[src/rtl/acc_pkg.sv]
// rtl/acc_pkg.sv - shared types and default geometry for the current-block memory controller
package acc_pkg;

  localparam int IMG_DIM_DEF = 16;
  localparam int TILE_DEF    = 4;
  localparam int PIX_CNT     = IMG_DIM_DEF * IMG_DIM_DEF;

  typedef enum logic [1:0] {
    ST_IDLE = 2'd0,
    ST_LOAD = 2'd1,
    ST_SCAN = 2'd2,
    ST_DONE = 2'd3
  } state_e;

  // A range of one value still needs a one-bit counter.
  function automatic int cnt_w(input int range);
    return (range > 1) ? $clog2(range) : 1;
  endfunction

endpackage

[src/rtl/curr_mem_addr_gen.sv]
// rtl/curr_mem_addr_gen.sv - nested tile/pixel scan counters and read address for the tiled scan
module curr_mem_addr_gen
  import acc_pkg::*;
#(
  parameter int IMG_DIM = IMG_DIM_DEF,
  parameter int TILE    = TILE_DEF,
  parameter int AW      = $clog2(PIX_CNT)
) (
  input  logic          clk_i,
  input  logic          rst_ni,
  input  logic          clear_i,
  input  logic          advance_i,
  output logic [AW-1:0] addr_o,
  output logic          tile_last_o,
  output logic          frame_last_o
);

  localparam int NT = IMG_DIM / TILE;
  localparam int PW = cnt_w(TILE);
  localparam int TW = cnt_w(NT);
  localparam int TB = $clog2(TILE);
  localparam int IB = $clog2(IMG_DIM);

  logic [PW-1:0] px_q, px_d, py_q, py_d;
  logic [TW-1:0] tx_q, tx_d, ty_q, ty_d;
  logic          px_max, py_max, tx_max, ty_max;
  logic [AW-1:0] row, col;

  assign px_max = (px_q == PW'(TILE - 1));
  assign py_max = (py_q == PW'(TILE - 1));
  assign tx_max = (tx_q == TW'(NT - 1));
  assign ty_max = (ty_q == TW'(NT - 1));

  assign tile_last_o  = px_max & py_max;
  assign frame_last_o = tile_last_o & tx_max & ty_max;

  // Power-of-two geometry: the multiplies reduce to shifts.
  assign row    = (AW'(ty_q) << TB) + AW'(py_q);
  assign col    = (AW'(tx_q) << TB) + AW'(px_q);
  assign addr_o = (row << IB) + col;

  always_comb begin
    px_d = px_q;
    py_d = py_q;
    tx_d = tx_q;
    ty_d = ty_q;
    if (clear_i) begin
      px_d = '0;
      py_d = '0;
      tx_d = '0;
      ty_d = '0;
    end else if (advance_i) begin
      px_d = px_max ? '0 : px_q + 1'b1;
      if (px_max) begin
        py_d = py_max ? '0 : py_q + 1'b1;
        if (py_max) begin
          tx_d = tx_max ? '0 : tx_q + 1'b1;
          if (tx_max) begin
            ty_d = ty_max ? '0 : ty_q + 1'b1;
          end
        end
      end
    end
  end

  always_ff @(posedge clk_i or negedge rst_ni) begin
    if (!rst_ni) begin
      px_q <= '0;
      py_q <= '0;
      tx_q <= '0;
      ty_q <= '0;
    end else begin
      px_q <= px_d;
      py_q <= py_d;
      tx_q <= tx_d;
      ty_q <= ty_d;
    end
  end

endmodule

[src/rtl/curr_mem_ctrl.sv]
// rtl/curr_mem_ctrl.sv - loads the current block from a host byte stream and scans it out as tiled pixels
module curr_mem_ctrl
  import acc_pkg::*;
#(
  parameter int IMG_DIM = IMG_DIM_DEF,
  parameter int TILE    = TILE_DEF,
  parameter int AW      = $clog2(PIX_CNT)
) (
  input  logic          clk_i,
  input  logic          rst_ni,
  input  logic          load_start_i,
  input  logic          scan_start_i,
  input  logic          wr_valid_i,
  input  logic [7:0]    wr_data_i,
  output logic          wr_ready_o,
  output logic          mem_we_o,
  output logic [AW-1:0] mem_waddr_o,
  output logic [7:0]    mem_wdata_o,
  output logic [AW-1:0] mem_raddr_o,
  input  logic [7:0]    mem_rdata_i,
  output logic          pix_valid_o,
  input  logic          pix_ready_i,
  output logic [7:0]    pix_data_o,
  output logic          tile_last_o,
  output logic          frame_last_o,
  output logic          busy_o,
  output logic          done_o
);

  localparam int NPIX = IMG_DIM * IMG_DIM;

  state_e        state_q, state_d;
  logic [AW-1:0] wcnt_q, wcnt_d;
  logic          wr_fire, pix_fire;
  logic          tile_last, frame_last;
  logic [AW-1:0] scan_addr;

  assign wr_fire  = (state_q == ST_LOAD) & wr_valid_i;
  assign pix_fire = (state_q == ST_SCAN) & pix_ready_i;

  // Scan counters sit at zero whenever no scan is running, so raddr idles at 0.
  curr_mem_addr_gen #(
    .IMG_DIM (IMG_DIM),
    .TILE    (TILE),
    .AW      (AW)
  ) u_addr_gen (
    .clk_i        (clk_i),
    .rst_ni       (rst_ni),
    .clear_i      (state_q != ST_SCAN),
    .advance_i    (pix_fire),
    .addr_o       (scan_addr),
    .tile_last_o  (tile_last),
    .frame_last_o (frame_last)
  );

  assign wr_ready_o   = (state_q == ST_LOAD);
  assign mem_we_o     = wr_fire;
  assign mem_waddr_o  = wcnt_q;
  assign mem_wdata_o  = wr_data_i;
  assign mem_raddr_o  = scan_addr;
  assign pix_valid_o  = (state_q == ST_SCAN);
  assign pix_data_o   = mem_rdata_i;
  assign tile_last_o  = pix_valid_o & tile_last;
  assign frame_last_o = pix_valid_o & frame_last;
  assign busy_o       = (state_q != ST_IDLE);
  assign done_o       = (state_q == ST_DONE);

  always_comb begin
    state_d = state_q;
    wcnt_d  = wcnt_q;
    unique case (state_q)
      ST_IDLE: begin
        if (load_start_i) begin
          state_d = ST_LOAD;
          wcnt_d  = '0;
        end else if (scan_start_i) begin
          state_d = ST_SCAN;
        end
      end
      ST_LOAD: begin
        if (wr_fire) begin
          if (wcnt_q == AW'(NPIX - 1)) begin
            wcnt_d  = '0;
            state_d = ST_DONE;
          end else begin
            wcnt_d = wcnt_q + 1'b1;
          end
        end
      end
      ST_SCAN: begin
        if (pix_fire & frame_last) begin
          state_d = ST_DONE;
        end
      end
      ST_DONE: state_d = ST_IDLE;
      default: state_d = ST_IDLE;
    endcase
  end

  always_ff @(posedge clk_i or negedge rst_ni) begin
    if (!rst_ni) begin
      state_q <= ST_IDLE;
      wcnt_q  <= '0;
    end else begin
      state_q <= state_d;
      wcnt_q  <= wcnt_d;
    end
  end

endmodule
[config.mk]
export PLATFORM = sky130hd
export DESIGN_NAME = curr_mem_ctrl
export DESIGN_NICKNAME = d
export VERILOG_FILES = /design/src/rtl/acc_pkg.sv /design/src/rtl/curr_mem_addr_gen.sv /design/src/rtl/curr_mem_ctrl.sv
export SDC_FILE = /design/constraint.sdc
export NUM_CORES = 1
export LEC_CHECK = 0
export CORE_MARGIN = 3
export CORE_UTILIZATION = 42
export CTS_BUF_LIST = sky130_fd_sc_hd__clkbuf_4
export CTS_CLUSTER_DIAMETER = 40
export DETAILED_ROUTE_END_ITERATION = 8
export DONT_BUFFER_PORTS = 1
export PLACE_DENSITY_LB_ADDON = 0.05
export SYNTH_ARGS = -nofsm -noshare
export SYNTH_HDL_FRONTEND = slang
export SYNTH_SLANG_ARGS = --single-unit
[constraint.sdc]
create_clock -name clk_i -period 2.4 [get_ports clk_i]
set_input_delay 0.72 -clock clk_i [delete_from_list [all_inputs] [get_ports clk_i]]
set_output_delay 0.72 -clock clk_i [all_outputs]
set_load 0.005 [all_outputs]
Yosys cells after proc, flatten, opt, wreduce, memory -nomap -nowiden
Cells that the tools add are included.
- input bits: 22
- output and inout port bits: 39
- register bits: 18
- $add $sub $neg: 8
- reduce and logical (&&, ||, !) cells: 12
- multiplexer cells: 28
- bitwise logic cells: 8
- equality and inequality tests: 14
- operator list (operator ; number):
    2-to-1 mux 2 bit ; 23
    2-to-1 mux 8 bit ; 3
    one-hot mux 8 bit (2 select lines) ; 1
    == test 2 bit (second input constant) ; 6
    nonzero test 2 bit ; 6
    adder 2 x 1 -> 2 bit (second input constant) ; 4
    adder 8 x 1 -> 8 bit (second input constant) ; 1
    adder 8 bit ; 1
    AND 1 bit ; 8
    == test 8 bit (second input constant) ; 1
    one-hot mux 2 bit (4 select lines) ; 1
    AND reduction 4 bit ; 2
    inequality test 2 x 1 -> 1 bit (second input constant) ; 3
    AND reduction 3 bit ; 2
    adder 4 x 2 -> 5 bit ; 1
    adder 4 x 2 -> 4 bit ; 1
    inequality test 2 bit (second input constant) ; 2
    inequality test 3 bit (second input constant) ; 1
    == test 2 x 1 -> 1 bit (second input constant) ; 1
    zero test 2 bit ; 1
    AND reduction 2 bit ; 1

Longest topological paths before layout
- depth after elaboration: 7
- gate-level depth with buffers: 8
- depth with buffers taken out: 6

Modules after synthesis
Synthesis repeated with hierarchy kept, for this count alone.
- cell total of the unflattened synthesis: 132
- area total of the unflattened synthesis: 1258.7 µm²
- by module, submodules not included (module ; cells each ; instances ; area an instance (µm²)):
    curr_mem_ctrl ; 91 ; 1 ; 777.0
    curr_mem_addr_gen ; 41 ; 1 ; 481.7

Worst setup path before layout
OpenSTA, ideal clock, no wires.
- path kind: flip-flop to output port
- start: reg state_q[0]
- end: out frame_last_o
- setup slack: 0.439 ns
- cell stages (with the launch flop): 6
- data arrival time: 1.241 ns
- required time: 1.680 ns
- path buffers: 1
- cells stage by stage: dfrtp_1 -> inv_1 -> ha_1 -> clkbuf_1 -> and3_1 -> and3_1
- word-level cells in the longest chain between the ends: 2
- ends and longest elaborated chain (item ; line ; text):
    start, declared ; curr_mem_ctrl.sv:32 ; state_e state_q, state_d;
    start signal, assigned ; curr_mem_ctrl.sv:105 ; state_q <= state_d;
    == test 2 bit ; curr_mem_ctrl.sv:61 ; assign pix_valid_o = (state_q == ST_SCAN);
    named net pix_valid_o ; curr_mem_ctrl.sv:21 ; output logic pix_valid_o,
    AND 1 bit ; curr_mem_ctrl.sv:64 ; assign frame_last_o = pix_valid_o & frame_last;
    end, declared ; curr_mem_ctrl.sv:25 ; output logic frame_last_o,
The timed path passes the listed nets, and every way through them passes these cells.

Worst setup path after layout
- start: reg state_q[1]
- end: out mem_we_o
- word-level cells in the longest chain between the ends: 2
- ends and longest elaborated chain (item ; line ; text):
    == test 2 x 1 -> 1 bit ; -- ;
    named net wr_ready_o ; curr_mem_ctrl.sv:15 ; output logic wr_ready_o,
    AND 1 bit ; curr_mem_ctrl.sv:38 ; assign wr_fire = (state_q == ST_LOAD) & wr_valid_i;
    end, declared ; curr_mem_ctrl.sv:16 ; output logic mem_we_o,
The timed path passes the listed nets, and every way through them passes these cells.

==> metrics <==
Core Util, Final 0.436; Setup Skew roughly 7 ps; CP endpoint mem_we_o; delay of the slowest cell on the worst path 430 ps; leading area contributor after synthesis dfrtp_1; PD cells between 900 and 1000 nW/µm²; CTS tree yes; worst path arrival time ~1400 ps; Top FF cell, synth dfrtp_1; first-pass GRT wire length between 4000 and 5000 µm; Syn Nets about 160; Setup crit end kind output port; share of layout cells above drive strength 1 0.0776; CP cell instances inv_1 > ha_1 > and2_1; Top-Level Pins just over 60; RR Endpoint mem_waddr_o[4]$_DFFE_PN0P_; startpoint class of the critical path flop; FF-to-FF setup slack ~380 ps; post-DP HPWL between 1500 and 2000 µm; Layout Nets around 150; Ys Warns 0; Wirelength per Cell roughly 17 µm; drt pass-1 iters 4; vias between 800 and 900; die area 3550 µm²; setup TNS 0 ps; share of power burned in registers 0.444; Hold Path Class in -> async; total setup buffers inserted after CTS 0; Post-Syn Area ~1200 µm²; total power between 1 and 1.5 mW; CTS buffer count 3; # hold bufs at CTS 0; drt drc 0; via/cell ratio 5.82; Reg2Reg Depth 6; FFs w/ async S/R, synth 1.00; share of the synthesized area in the top cell type 0.374; Initial Util 0.465; minimum clock period between 2000 and 2500 ps; Routed WL about 2500 µm; die width slightly below 60 µm; GPL Wtd Cong slightly below 0.8; crit share post-route 0.901; die height approximately 60 µm; Critical Path Source state_q[1]$_DFFE_PN0P_; count of flip-flops with a built-in enable after synthesis 0; flops & latches, synth 18; initial antenna violation count 0; Core ar. 2590 µm²; grt ovf 0; placed cells between 100 and 150; final std cells w/o fill between 100 and 150; CTS H-tree lvls 1; P_leak 0.536 nW; ANT nets after route 0; Final Hold Fails 0; Seq/Total Area, Yosys 0.374; final max-slew violation count 0; clock buffer depth 2; status finished, final reports clean; largest net degree at the start of global routing 19; pre-CTS WS 420 ps; Least-Margin Pin Slew between 400 and 500 ps; port bufs 0; # diodes 0; max cap viols 0; Synth area leaders dfrtp_1 37%, buf_4 11%, ha_1 9.3%, nand2_1 5.9%, nor2b_1 3.6%; fillcell total roughly 260; clock-pin slew on the worst setup and hold paths 100 ps; vias in the first global route 833; setup violators final 0; clock sink count 18; Slowest cell on crit path dfrtp_1; Internal Pwr Total between 0.6 and 0.7 mW; Max Clk Rate between 0.4 and 0.5 GHz; reg2reg start state_q[1]$_DFFE_PN0P_; Worst-Skew Late Latency between 200 and 300 ps; post-CTS sizing 0; crit path max fanout 10; required time worst endpoint 1680 ps; root buf cell clkbuf_4; VDD IR max ~0.55 mV; WS Path Type reg -> out; post-synthesis cell count ~130; Switch Pwr between 0.4 and 0.5 mW; combinational share of power 0.417; Total Routing Usage GR 0.157; row cnt 18; unrepaired setup endpoints after global routing false; initial DRC count 32; Area Growth Syn to Fin -6.23%; switching fraction of total power 0.413; synthesized area per cell just over 9 µm²; Setup WS post-layout roughly 240 ps; Max-slew headroom 0.719; distinct cell type count of the synthesized netlist 32; power share of the clock group 0.140
==> cells in the final DEF (no fill, tap or decap) <==
cell type,count
a21boi_0,1
a21o_1,1
a21oi_1,4
a22o_2,2
a31oi_1,1
and2_1,1
and3_1,3
buf_4,1
clkbuf_4,3
dfrtp_1,18
ha_1,9
inv_1,7
mux2_2,2
mux2i_1,4
nand2_1,19
nand2b_1,1
nand3_1,5
nand4_1,3
nor2_1,1
nor2b_1,7
nor3_1,3
nor3b_1,1
o2111ai_1,1
o211ai_1,2
o21a_1,1
o21ai_0,7
o31a_1,3
o31ai_1,2
or2b_1,1
or4_1,1
or4b_2,1
==> routing by layer <==
| layer | part of all wire | vias to the layer above | GRT usage |
|---|---|---|---|
| li1 | - | 413 | - |
| met1 | 0.44 | 380 | 0.210 |
| met2 | 0.41 | 35 | 0.214 |
| met3 | 0.093 | 22 | 0.0697 |
| met4 | 0.052 | 0 | 0.0759 |
| met5 | 0 | - | 0 |
==> state kept, by name (all words and copies together) (netlist names) <==
register         cells
mem_waddr_o          8
state_q              2
u_addr_gen.px_q      2
u_addr_gen.py_q      2
u_addr_gen.tx_q      2
u_addr_gen.ty_q      2
==> power by group through the flow <==
stage	clock network (mW)	registers [mW]	logic [mW]
after floorplan	0	0.447	0.406
after global placement	0	0.471	0.430
after detailed placement	0	0.475	0.438
after CTS	0.155	0.469	0.442
after global routing	0.167	0.484	0.517
final	0.147	0.467	0.439
==> worst max-delay path: cells and delay by family, from the launching register on <==
family | cells | cell delay, ps
adder cells (fa/ha/maj) | 1 | 370
AND/OR/NAND/NOR | 1 | 260
flip-flops | 1 | 430
buffers and inverters | 1 | 90
==> logic make-up (layout without fill, tap and decap cells) <==
kind of cell,count (synthesis),count (layout),share of synthesized area
and+or+nand+nor,47,47,0.200
buffers and inverters,26,11,0.140
AOI/OAI and AO/OA,25,25,0.140
DFF,18,18,0.374
adders and majority gates,9,9,0.0935
muxes,6,6,0.0519
==> layout make-up <==
cell class / count / area [µm²] / share of cell area
Clock buffer: 3 / 22.5 / 0.0199
Inverter: 7 / 26.3 / 0.0233
Multi-Input combinational cell: 87 / 586 / 0.518
Sequential cell: 18 / 450 / 0.399
Tap cell: 30 / 37.5 / 0.0332
Timing Repair Buffer: 1 / 7.51 / 0.00664
==> Yosys cell counts, types with 2 or more instances <==
cell / count
inv_1: 7
nand4_1: 3
ha_1: 9
a22o_2: 2
nand2_1: 19
buf_4: 17
a21oi_1: 4
o21ai_0: 7
nor3_1: 3
and3_1: 3
dfrtp_1: 18
nand3_1: 5
mux2i_1: 4
o31ai_1: 2
o211ai_1: 2
o31a_1: 3
mux2_2: 2
nor2b_1: 7
==> through the flow <==
stage                     cell area [µm²]  hold slack [ps]
final                                1130              108
after global routing                 1130             81.1
after CTS                            1130             97.1
after detailed placement             1110              425
after global placement               1110              425
after floorplan                      1200              424
==> how the worst min path moves through the flow <==
stage          startpoint                    endpoint  slack (ps)  cells past startpoint
6_report           rst_ni      state_q[0]$_DFFE_PN0P_         110                      0
5_1_grt            rst_ni      state_q[0]$_DFFE_PN0P_          80                      0
4_1_cts            rst_ni      state_q[0]$_DFFE_PN0P_         100                      0
3_5_place_dp       rst_ni      state_q[0]$_DFFE_PN0P_         420                      0
3_3_place_gp       rst_ni      state_q[0]$_DFFE_PN0P_         420                      0
2_1_floorplan      rst_ni  mem_waddr_o[0]$_DFFE_PN0P_         420                      0
Note: power is estimated with default switching activity, not from simulation.
